<file path="src/rtl/mat_vec_mult.sv">
// mat_vec_mult: 8x8 matrix-times-vector engine.
// Eight row FIFOs hold A, one FIFO holds B. When all nine are full, the FSM
// reads them for 8 cycles. Each row MAC accumulates A[i][j]*B[j] into out[i].
// Optional macro MAT_VEC_SIGNED_EN selects two's-complement operands with
// sign-extended products. The default build uses unsigned operands.

module mvm_fifo #(
    parameter int DEPTH      = 8,
    parameter int DATA_WIDTH = 8
) (
    input  logic                  clk,
    input  logic                  rst_n,
    input  logic                  clr_n,
    input  logic                  wren,
    input  logic                  rden,
    input  logic [DATA_WIDTH-1:0] din,
    output logic [DATA_WIDTH-1:0] dout,
    output logic                  full,
    output logic                  empty
);
    localparam int AW = $clog2(DEPTH);
    localparam int CW = $clog2(DEPTH + 1);

    logic [DATA_WIDTH-1:0] mem [DEPTH];
    logic [AW-1:0]         wptr, rptr;
    logic [CW-1:0]         count;
    logic                  wr_ok, rd_ok;

    assign full  = (count == CW'(DEPTH));
    assign empty = (count == '0);
    // A write to a full FIFO is dropped, even when a read happens in the same cycle.
    assign wr_ok = clr_n && wren && !full;
    assign rd_ok = clr_n && rden && !empty;

    // Storage array; stale contents are harmless because the pointers are reset.
    always_ff @(posedge clk) begin
        if (wr_ok) mem[wptr] <= din;
    end

    // Pointers, occupancy count and the registered read data.
    always_ff @(posedge clk or negedge rst_n) begin
        if (!rst_n) begin
            wptr  <= '0;
            rptr  <= '0;
            count <= '0;
            dout  <= '0;
        end else if (!clr_n) begin
            wptr  <= '0;
            rptr  <= '0;
            count <= '0;
            dout  <= '0;
        end else begin
            if (wr_ok) wptr <= wptr + 1'b1;
            if (rd_ok) begin
                rptr <= rptr + 1'b1;
                dout <= mem[rptr];
            end
            count <= count + CW'(wr_ok) - CW'(rd_ok);
        end
    end
endmodule

module mvm_mac #(
    parameter int DATA_WIDTH = 8
) (
    input  logic                    clk,
    input  logic                    rst_n,
    input  logic                    clr_n,
    input  logic                    en,
    input  logic [DATA_WIDTH-1:0]   a,
    input  logic [DATA_WIDTH-1:0]   b,
    output logic [3*DATA_WIDTH-1:0] acc
);
    localparam int DW = DATA_WIDTH;

    logic [3*DW-1:0] prod_ext;
`ifdef MAT_VEC_SIGNED_EN
    logic signed [2*DW-1:0] prod;
    assign prod     = $signed(a) * $signed(b);
    assign prod_ext = {{DW{prod[2*DW-1]}}, prod};
`else
    logic [2*DW-1:0] prod;
    assign prod     = a * b;
    assign prod_ext = {{DW{1'b0}}, prod};
`endif

    // Accumulate one product per valid read. The sum wraps modulo 2^(3*DW).
    always_ff @(posedge clk or negedge rst_n) begin
        if (!rst_n)      acc <= '0;
        else if (!clr_n) acc <= '0;
        else if (en)     acc <= acc + prod_ext;
    end
endmodule

module mat_vec_mult #(
    parameter int DEPTH      = 8,
    parameter int DATA_WIDTH = 8
) (
    input  logic                    clk,
    input  logic                    rst_n,
    input  logic                    Clr,
    input  logic                    a_wren,
    input  logic                    b_wren,
    input  logic [DATA_WIDTH-1:0]   a_fifo_in [DEPTH],
    input  logic [DATA_WIDTH-1:0]   b_fifo_in,
    output logic [3*DATA_WIDTH-1:0] out       [DEPTH]
);
    typedef enum logic {IDLE, RUN} state_t;

    state_t                state, state_nxt;
    logic [2:0]            cnt, cnt_nxt;
    logic                  rden;
    logic                  rd_vld;
    logic [DEPTH-1:0]      a_full;
    logic [DEPTH-1:0]      a_empty;
    logic                  b_full, b_empty;
    logic [DATA_WIDTH-1:0] a_dout [DEPTH];
    logic [DATA_WIDTH-1:0] b_dout;

    assign rden = (state == RUN);

    mvm_fifo #(.DEPTH(DEPTH), .DATA_WIDTH(DATA_WIDTH)) u_b_fifo (
        .clk(clk), .rst_n(rst_n), .clr_n(Clr), .wren(b_wren), .rden(rden),
        .din(b_fifo_in), .dout(b_dout), .full(b_full), .empty(b_empty)
    );

    for (genvar i = 0; i < DEPTH; i++) begin : g_row
        mvm_fifo #(.DEPTH(DEPTH), .DATA_WIDTH(DATA_WIDTH)) u_a_fifo (
            .clk(clk), .rst_n(rst_n), .clr_n(Clr), .wren(a_wren), .rden(rden),
            .din(a_fifo_in[i]), .dout(a_dout[i]), .full(a_full[i]), .empty(a_empty[i])
        );
        mvm_mac #(.DATA_WIDTH(DATA_WIDTH)) u_mac (
            .clk(clk), .rst_n(rst_n), .clr_n(Clr), .en(rd_vld),
            .a(a_dout[i]), .b(b_dout), .acc(out[i])
        );
    end

    // The empty flags are not needed: RUN starts only from a completely full load.
    logic unused_empty;
    assign unused_empty = ^{a_empty, b_empty};

    // The FIFO read data is registered, so the MAC runs one cycle behind rden.
    always_ff @(posedge clk or negedge rst_n) begin
        if (!rst_n)    rd_vld <= 1'b0;
        else if (!Clr) rd_vld <= 1'b0;
        else           rd_vld <= rden;
    end

    // State register. Clr drops any batch that is in progress.
    always_ff @(posedge clk or negedge rst_n) begin
        if (!rst_n) begin
            state <= IDLE;
            cnt   <= '0;
        end else if (!Clr) begin
            state <= IDLE;
            cnt   <= '0;
        end else begin
            state <= state_nxt;
            cnt   <= cnt_nxt;
        end
    end

    // Next-state logic: start when every FIFO is full, then read 8 entries.
    always_comb begin
        state_nxt = state;
        cnt_nxt   = cnt;
        case (state)
            IDLE: if (&a_full && b_full) begin
                state_nxt = RUN;
                cnt_nxt   = '0;
            end
            RUN: if (cnt == 3'd7) state_nxt = IDLE;
                 else             cnt_nxt   = cnt + 3'd1;
            default: state_nxt = IDLE;
        endcase
    end
endmodule

</file>
<file path="config.mk">
export PLATFORM = sky130hd
export DESIGN_NAME = mat_vec_mult
export DESIGN_NICKNAME = d
export VERILOG_FILES = /design/src/rtl/mat_vec_mult.sv
export SDC_FILE = /design/constraint.sdc
export NUM_CORES = 2
export LEC_CHECK = 0
export CORE_ASPECT_RATIO = 1.5
export CORE_MARGIN = 3
export CORE_UTILIZATION = 60
export CTS_CLUSTER_SIZE = 10
export DETAILED_ROUTE_END_ITERATION = 10
export GPL_ROUTABILITY_DRIVEN = 0
export PLACE_DENSITY = 0.79
export SYNTH_ARGS = -nofsm -noshare
export SYNTH_HDL_FRONTEND = slang
export SYNTH_SLANG_ARGS = --single-unit
</file>
<file path="constraint.sdc">
create_clock -name clk -period 9.4 [get_ports clk]
set_input_delay 2.82 -clock clk [delete_from_list [all_inputs] [get_ports clk]]
set_output_delay 2.82 -clock clk [all_outputs]
set_load 0.03 [all_outputs]
</file>
# Word level (Yosys, flattened, before mapping)

Memories as Yosys holds them, arrays and structs flattened.
Index checks and enable logic that the tools add are counted.

Register bits after elaboration: 359
Logic and storage cells: 298
Bits of input ports: 77
RAM bits: 576
Memories: 9

Multipliers: 8
Add/sub/neg operators: 45
Equality and inequality tests: 31
Bitwise operators: 1
Reduce and logical (&&, ||, !) cells: 51
Muxes and demuxes: 106

Memory list:

| memory                | words | width | rd ports | clocked after memory_dff | wr ports | line | text |
|---|---|---|---|---|---|---|---|
| g_row[0].u_a_fifo.mem | 8     | 8     | 1        | 0                        | 1        | 24   | `logic [DATA_WIDTH-1:0] mem [DEPTH];` |
| g_row[1].u_a_fifo.mem | 8     | 8     | 1        | 0                        | 1        | 24   |  |
| g_row[2].u_a_fifo.mem | 8     | 8     | 1        | 0                        | 1        | 24   |  |
| g_row[3].u_a_fifo.mem | 8     | 8     | 1        | 0                        | 1        | 24   |  |
| g_row[4].u_a_fifo.mem | 8     | 8     | 1        | 0                        | 1        | 24   |  |
| g_row[5].u_a_fifo.mem | 8     | 8     | 1        | 0                        | 1        | 24   |  |
| 3 more memories       | n/a   | n/a   | n/a      | n/a                      | n/a      | n/a  |  |

Operator list:

| kind                  | number |
|---|---|
| $mux W24              | 16 |
| $add A24 B16 Y24      | 8 |
| $mux W8               | 18 |
| $mul A8 B8 Y16        | 8 |
| $mux W3               | 39 |
| $add A3 B1 Y3 const B | 19 |
| $ne A2 B1 Y1 const B  | 19 |
| $add A4 B1 Y4         | 9 |
| $eq A4 B4 Y1 const B  | 9 |
| $logic_not A4 Y1      | 9 |
| $mux W4               | 9 |
| $sub A4 B1 Y4         | 9 |
| $logic_and A1 B1 Y1   | 22 |
| $mux W1               | 22 |
| $logic_not A1 Y1      | 18 |
| $reduce_and A8 Y1     | 1 |
| $ne A3 B3 Y1 const B  | 2 |
| $pmux W3 S2           | 1 |
| $eq A3 B3 Y1 const B  | 1 |
| $pmux W1 S2           | 1 |
| $reduce_and A2 Y1     | 1 |
| $not A1 Y1            | 1 |

# Depth between registers and ports, before layout

Word-level depth: 6
Gate-level depth with buffers: 21
Gate-level depth less buffers: 19

# By module

From an unflattened synthesis, not the netlist that was laid out.

Cells, all modules: 5377
Area total of the unflattened synthesis: 61477.7 µm²

By module, submodules not included:

| module                        | cells an instance | area each (µm²) | times used |
|---|---|---|---|
| mvm_fifo                      | 216               | 3445.8          | 9 |
| mvm_mac at g_row[2].u_mac ... | 430               | 3773.6          | 2 |
| mvm_mac at g_row[5].u_mac ... | 422               | 3769.9          | 2 |
| mvm_mac at g_row[4].u_mac     | 440               | 3872.5          | 1 |
| mvm_mac at g_row[7].u_mac     | 426               | 3781.1          | 1 |
| mvm_mac at g_row[0].u_mac     | 419               | 3747.3          | 1 |
| mvm_mac at g_row[1].u_mac     | 412               | 3663.5          | 1 |
| mat_vec_mult                  | 32                | 314.1           | 1 |

# Worst setup path before layout

No wires, ideal clock.

Path type: input to register
Start: input Clr
End: register g_row[1].u_a_fifo.count[2]
Library setup time: 0.119 ns
Path buffers: 2
Slack: 4.353 ns
Data arrival time: 4.928 ns
Required time: 9.281 ns
Stages on the path: 12
Cells stage by stage: clkbuf_1 nand2_1 clkinv_1 nand2_1 clkbuf_1 inv_1 ha_1 inv_1 ha_1 fa_1 xor2_1 and2_1

Word-level cells in the longest chain between the ends: 5
Elaborated cells between the ends (all ways): 7
Classes of those cells: 2 x add/sub; 1 x mux; 4 x reduce/logical

Ends and longest elaborated chain:

| item                             | line | text |
|---|---|---|
| start, declared                  | 101  | `input logic Clr,` |
| $logic_and A1 B1 Y1 (2 in a row) | 32   | `assign wr_ok = clr_n && wren && !full;` |
| $add A4 B1 Y4                    | 58   | `count <= count + CW'(wr_ok) - CW'(rd_ok);` |
| $sub A4 B1 Y4                    | 58   |  |
| $mux W4 *                        | 47   | `end else if (!clr_n) begin` |
| end signal, assigned             | 58   |  |
| end, declared                    | 26   | `logic [CW-1:0] count;` |

Mark *: on every way between the ends. The rest lies on a longest branch, timed or not.
A chain may end at the register's enable or synchronous reset.

# Worst setup path in the final report

Start: register u_b_fifo.dout[4]
End: register g_row[1].u_mac.acc[19]

Word-level cells in the longest chain between the ends: 4

Ends and longest elaborated chain:

| item                   | line | text |
|---|---|---|
| start, declared        | 17   | `output logic [DATA_WIDTH-1:0] dout,` |
| start signal, assigned | 56   | `dout <= mem[rptr];` |
| $mul A8 B8 Y16         | 83   | `assign prod = a * b;` |
| $add A24 B16 Y24       | 91   | `else if (en) acc <= acc + prod_ext;` |
| $mux W24               | 91   |  |
| $mux W24               | 90   | `else if (!clr_n) acc <= '0;` |
| end signal, assigned   | 91   |  |
| end, declared          | 72   | `output logic [3*DATA_WIDTH-1:0] acc` |

Every way passes these cells. The select of a mux whose other input is x is not followed.

==> results.yml <==
detailed_routing:
  drc: 0
  first_pass_iters: 6
  ant_nets: 0
  wl_um: 138000
  dr.first_iter.drc_count: 2699
  wire_per_inst_um: 20.6
  num_vias: 38400
  via_per_inst: 5.72
synth:
  yosysSeqAreaShare: 0.439
  synthTopCellsByCount: "inv_1, edfxtp_1, nand2_1"
  synth_edf_count: 576
  synth_warnings: 0
  ys_top_cells_by_area: "edfxtp_1, dfrtp_1, fa_1"
  yosysMostFrequentCell: "inv_1"
  synth_area_sq_um: 59800
  synth_area_per_cell_sq_um: 11.7
  synthArstFlopShare: 0.384
  synth_top_area_frac: 0.289
  ys_seq_elements: 935
  synthCells: 5135
  synth_top_area_cell: "edfxtp_1"
  synth_ff_type: "edfxtp_1"
  syn_nets: 6023
  synth_cell_types: 82
critical_path:
  cp_data_required_time_ps: 9970
  r2r_end: "g_row[1].u_mac.acc[19]"
  crit_arrival_ps: 6560
  cp_max_fo: 33
  crit_path_start_kind: "flop"
  critPathKind: "reg2reg"
  r2r-start: "u_b_fifo.dout[4]"
  end_kind: "flop"
  reg2reg_depth: 18
  r2r_setup_slack_ps: 3410
layout:
  syn_to_final_growth_pct: 11.5
  final_util: 0.676
  final_cells: 6700
  nFillCells: 7044
  antenna_cells: 0
  drive_above_1_share: 0.0619
  nets: 6215
  final_area_sq_um: 66700
global_routing:
  grt_pass1_wl_um: 221000
  grt_util_all_layers: 0.273
  grt_max_degree: 159
  grt_antenna_before_repair: 4
  grt_overflow: 0
  first_global_vias: 40700
floorplanning:
  die_area_sq_um: 104000
  core_sq_um: 98800
  pin_count: 269
  die_h_um: 393
  die_w_um: 264
  rows: 141
  start_util: 0.606
placement:
  place_area_sq_um: 63600
  dp.cells: 6505
  hpwlAfterDp_um: 100000
  dp_slack_ps: 2860
  io_buffers: 268
sta:
  rsz0062_at_grt: "false"
  max_slew_margin: 0.140
  finalHoldViolCount: 0
  tightestPinTransition_ps: 1280
  skew_ps: 60.7
  setup_slack_ps: 3410
  fin_crit_sh: 0.637
  maxSlewViolCount: 0
  period_minus_slack_ps: 5990
  setup_violations: 0
  finalSetupTns_ps: 0
  max_freq_mhz: 167
  holdWs_ps: 507
power:
  power_mw: 8.94
  p_per_area_nw_per_um2: 134
  ir_worst_vdd_mv: 0.154
  leakagePower_nw: 29.1
clock_tree:
  clock_latency_ps: 740
  cts.sinks: 935
  cts_hold_buf: 0
  clk_path_buf_depth: 3
  cts_made_buffers: 106
  cts_setup_buffers: 0
  htreeDepth: 3
  cts_resized: 0
  cts_tree: "yes"
  clockRootBuffer: "clkbuf_16"
  clkTransAtPathRegs_ps: 60
hold_path:
  hold_path_startpoint: "cnt[1]"
  hold_depth: 1
  min_to: "cnt[1]"
  hold_path_class: "reg2reg"
outcome:
  outcome: "completed"
job:
  maxCapViolCount: 0
-- power breakdown --
group	internal, mW	total [mW]	switching (mW)
clock	2.17	3.82	1.65
combinational	0.205	0.537	0.331
sequential	4.50	4.58	0.0749
-- critical path, cell delays in order (launching register included) --
cell      delay, ps
dfrtp_2         840
buf_4           510
nand2_1         120
fa_1            500
inv_1            60
fa_1            480
fa_1            490
inv_1            50
fa_1            470
inv_1            40
ha_1            310
o21a_1          210
o21ai_0         280
a31oi_1         140
o21ba_2         250
o211ai_1        490
a21oi_1         170
xor2_1          170
and2_1          160
-- cells in the final DEF (no fill, tap or decap), types with 95 or more instances in the layout --
master	synthesis	final
and2_1	390	390
clkdlybuf4s50_1	0	266
mux4_2	144	144
fa_1	409	409
xnor2_1	101	101
inv_1	868	868
a21oi_1	95	95
o21ai_0	162	162
nand3_1	115	115
dfrtp_1	359	350
mux2i_1	164	164
nand2_1	481	480
edfxtp_1	576	576
nor2_1	106	106
clkbuf_16	0	106
ha_1	402	402
-- cell families after synthesis --
family	synth area share
AND/OR/NAND/NOR	0.115
adder cells (fa/ha/maj)	0.221
multiplexers	0.0820
XOR/XNOR	0.0221
AO/OA/AOI/OAI	0.0524
buffers and inverters	0.0684
flip-flops	0.439
-- how the worst max path moves through the flow --
stage,from,end,slack (ps),cells after the start
global placement,Clr,g_row[4].u_a_fifo.count[2],2950,11
CTS,u_b_fifo.dout[4],g_row[1].u_mac.acc[19],3530,18
global route,u_b_fifo.dout[4],g_row[1].u_mac.acc[19],3170,18
finish,u_b_fifo.dout[4],g_row[1].u_mac.acc[19],3410,18
detailed placement,Clr,g_row[4].u_a_fifo.count[2],2860,11
floorplan,Clr,g_row[1].u_a_fifo.count[2],4350,12
-- routing by layer --
| layer | routed length (um) | share of wire | vias to the layer above | GRT usage |
|---|---|---|---|---|
| li1 | - | - | 17400 | - |
| met1 | 53200 | 0.39 | 19400 | 0.334 |
| met2 | 70500 | 0.51 | 1176 | 0.480 |
| met3 | 8160 | 0.059 | 337 | 0.0423 |
| met4 | 6160 | 0.045 | 4 | 0.120 |
| met5 | 34 | 0.00025 | - | 0 |
-- flip-flops by register name, indices dropped and copies added, names as in the netlist --
register,count
cnt,3
g_row.u_a_fifo.count,32
g_row.u_a_fifo.dout,64
g_row.u_a_fifo.mem,512
g_row.u_a_fifo.rptr,24
g_row.u_a_fifo.wptr,24
g_row.u_mac.acc,192
rd_vld,1
rden,1
u_b_fifo.count,4
u_b_fifo.dout,8
u_b_fifo.mem,64
u_b_fifo.rptr,3
u_b_fifo.wptr,3
-- area by class of cell --
cell class	count	area (sq um)	share of cell area
clock buffer	182	3010	0.0451
clock inverter	12	169	0.00253
inverter	869	3260	0.0489
multi-input combinational	3118	29500	0.442
sequential	935	26300	0.394
tap	1287	1610	0.0241
timing repair buffer	297	2920	0.0438
(Power assumes the default switching activity.)
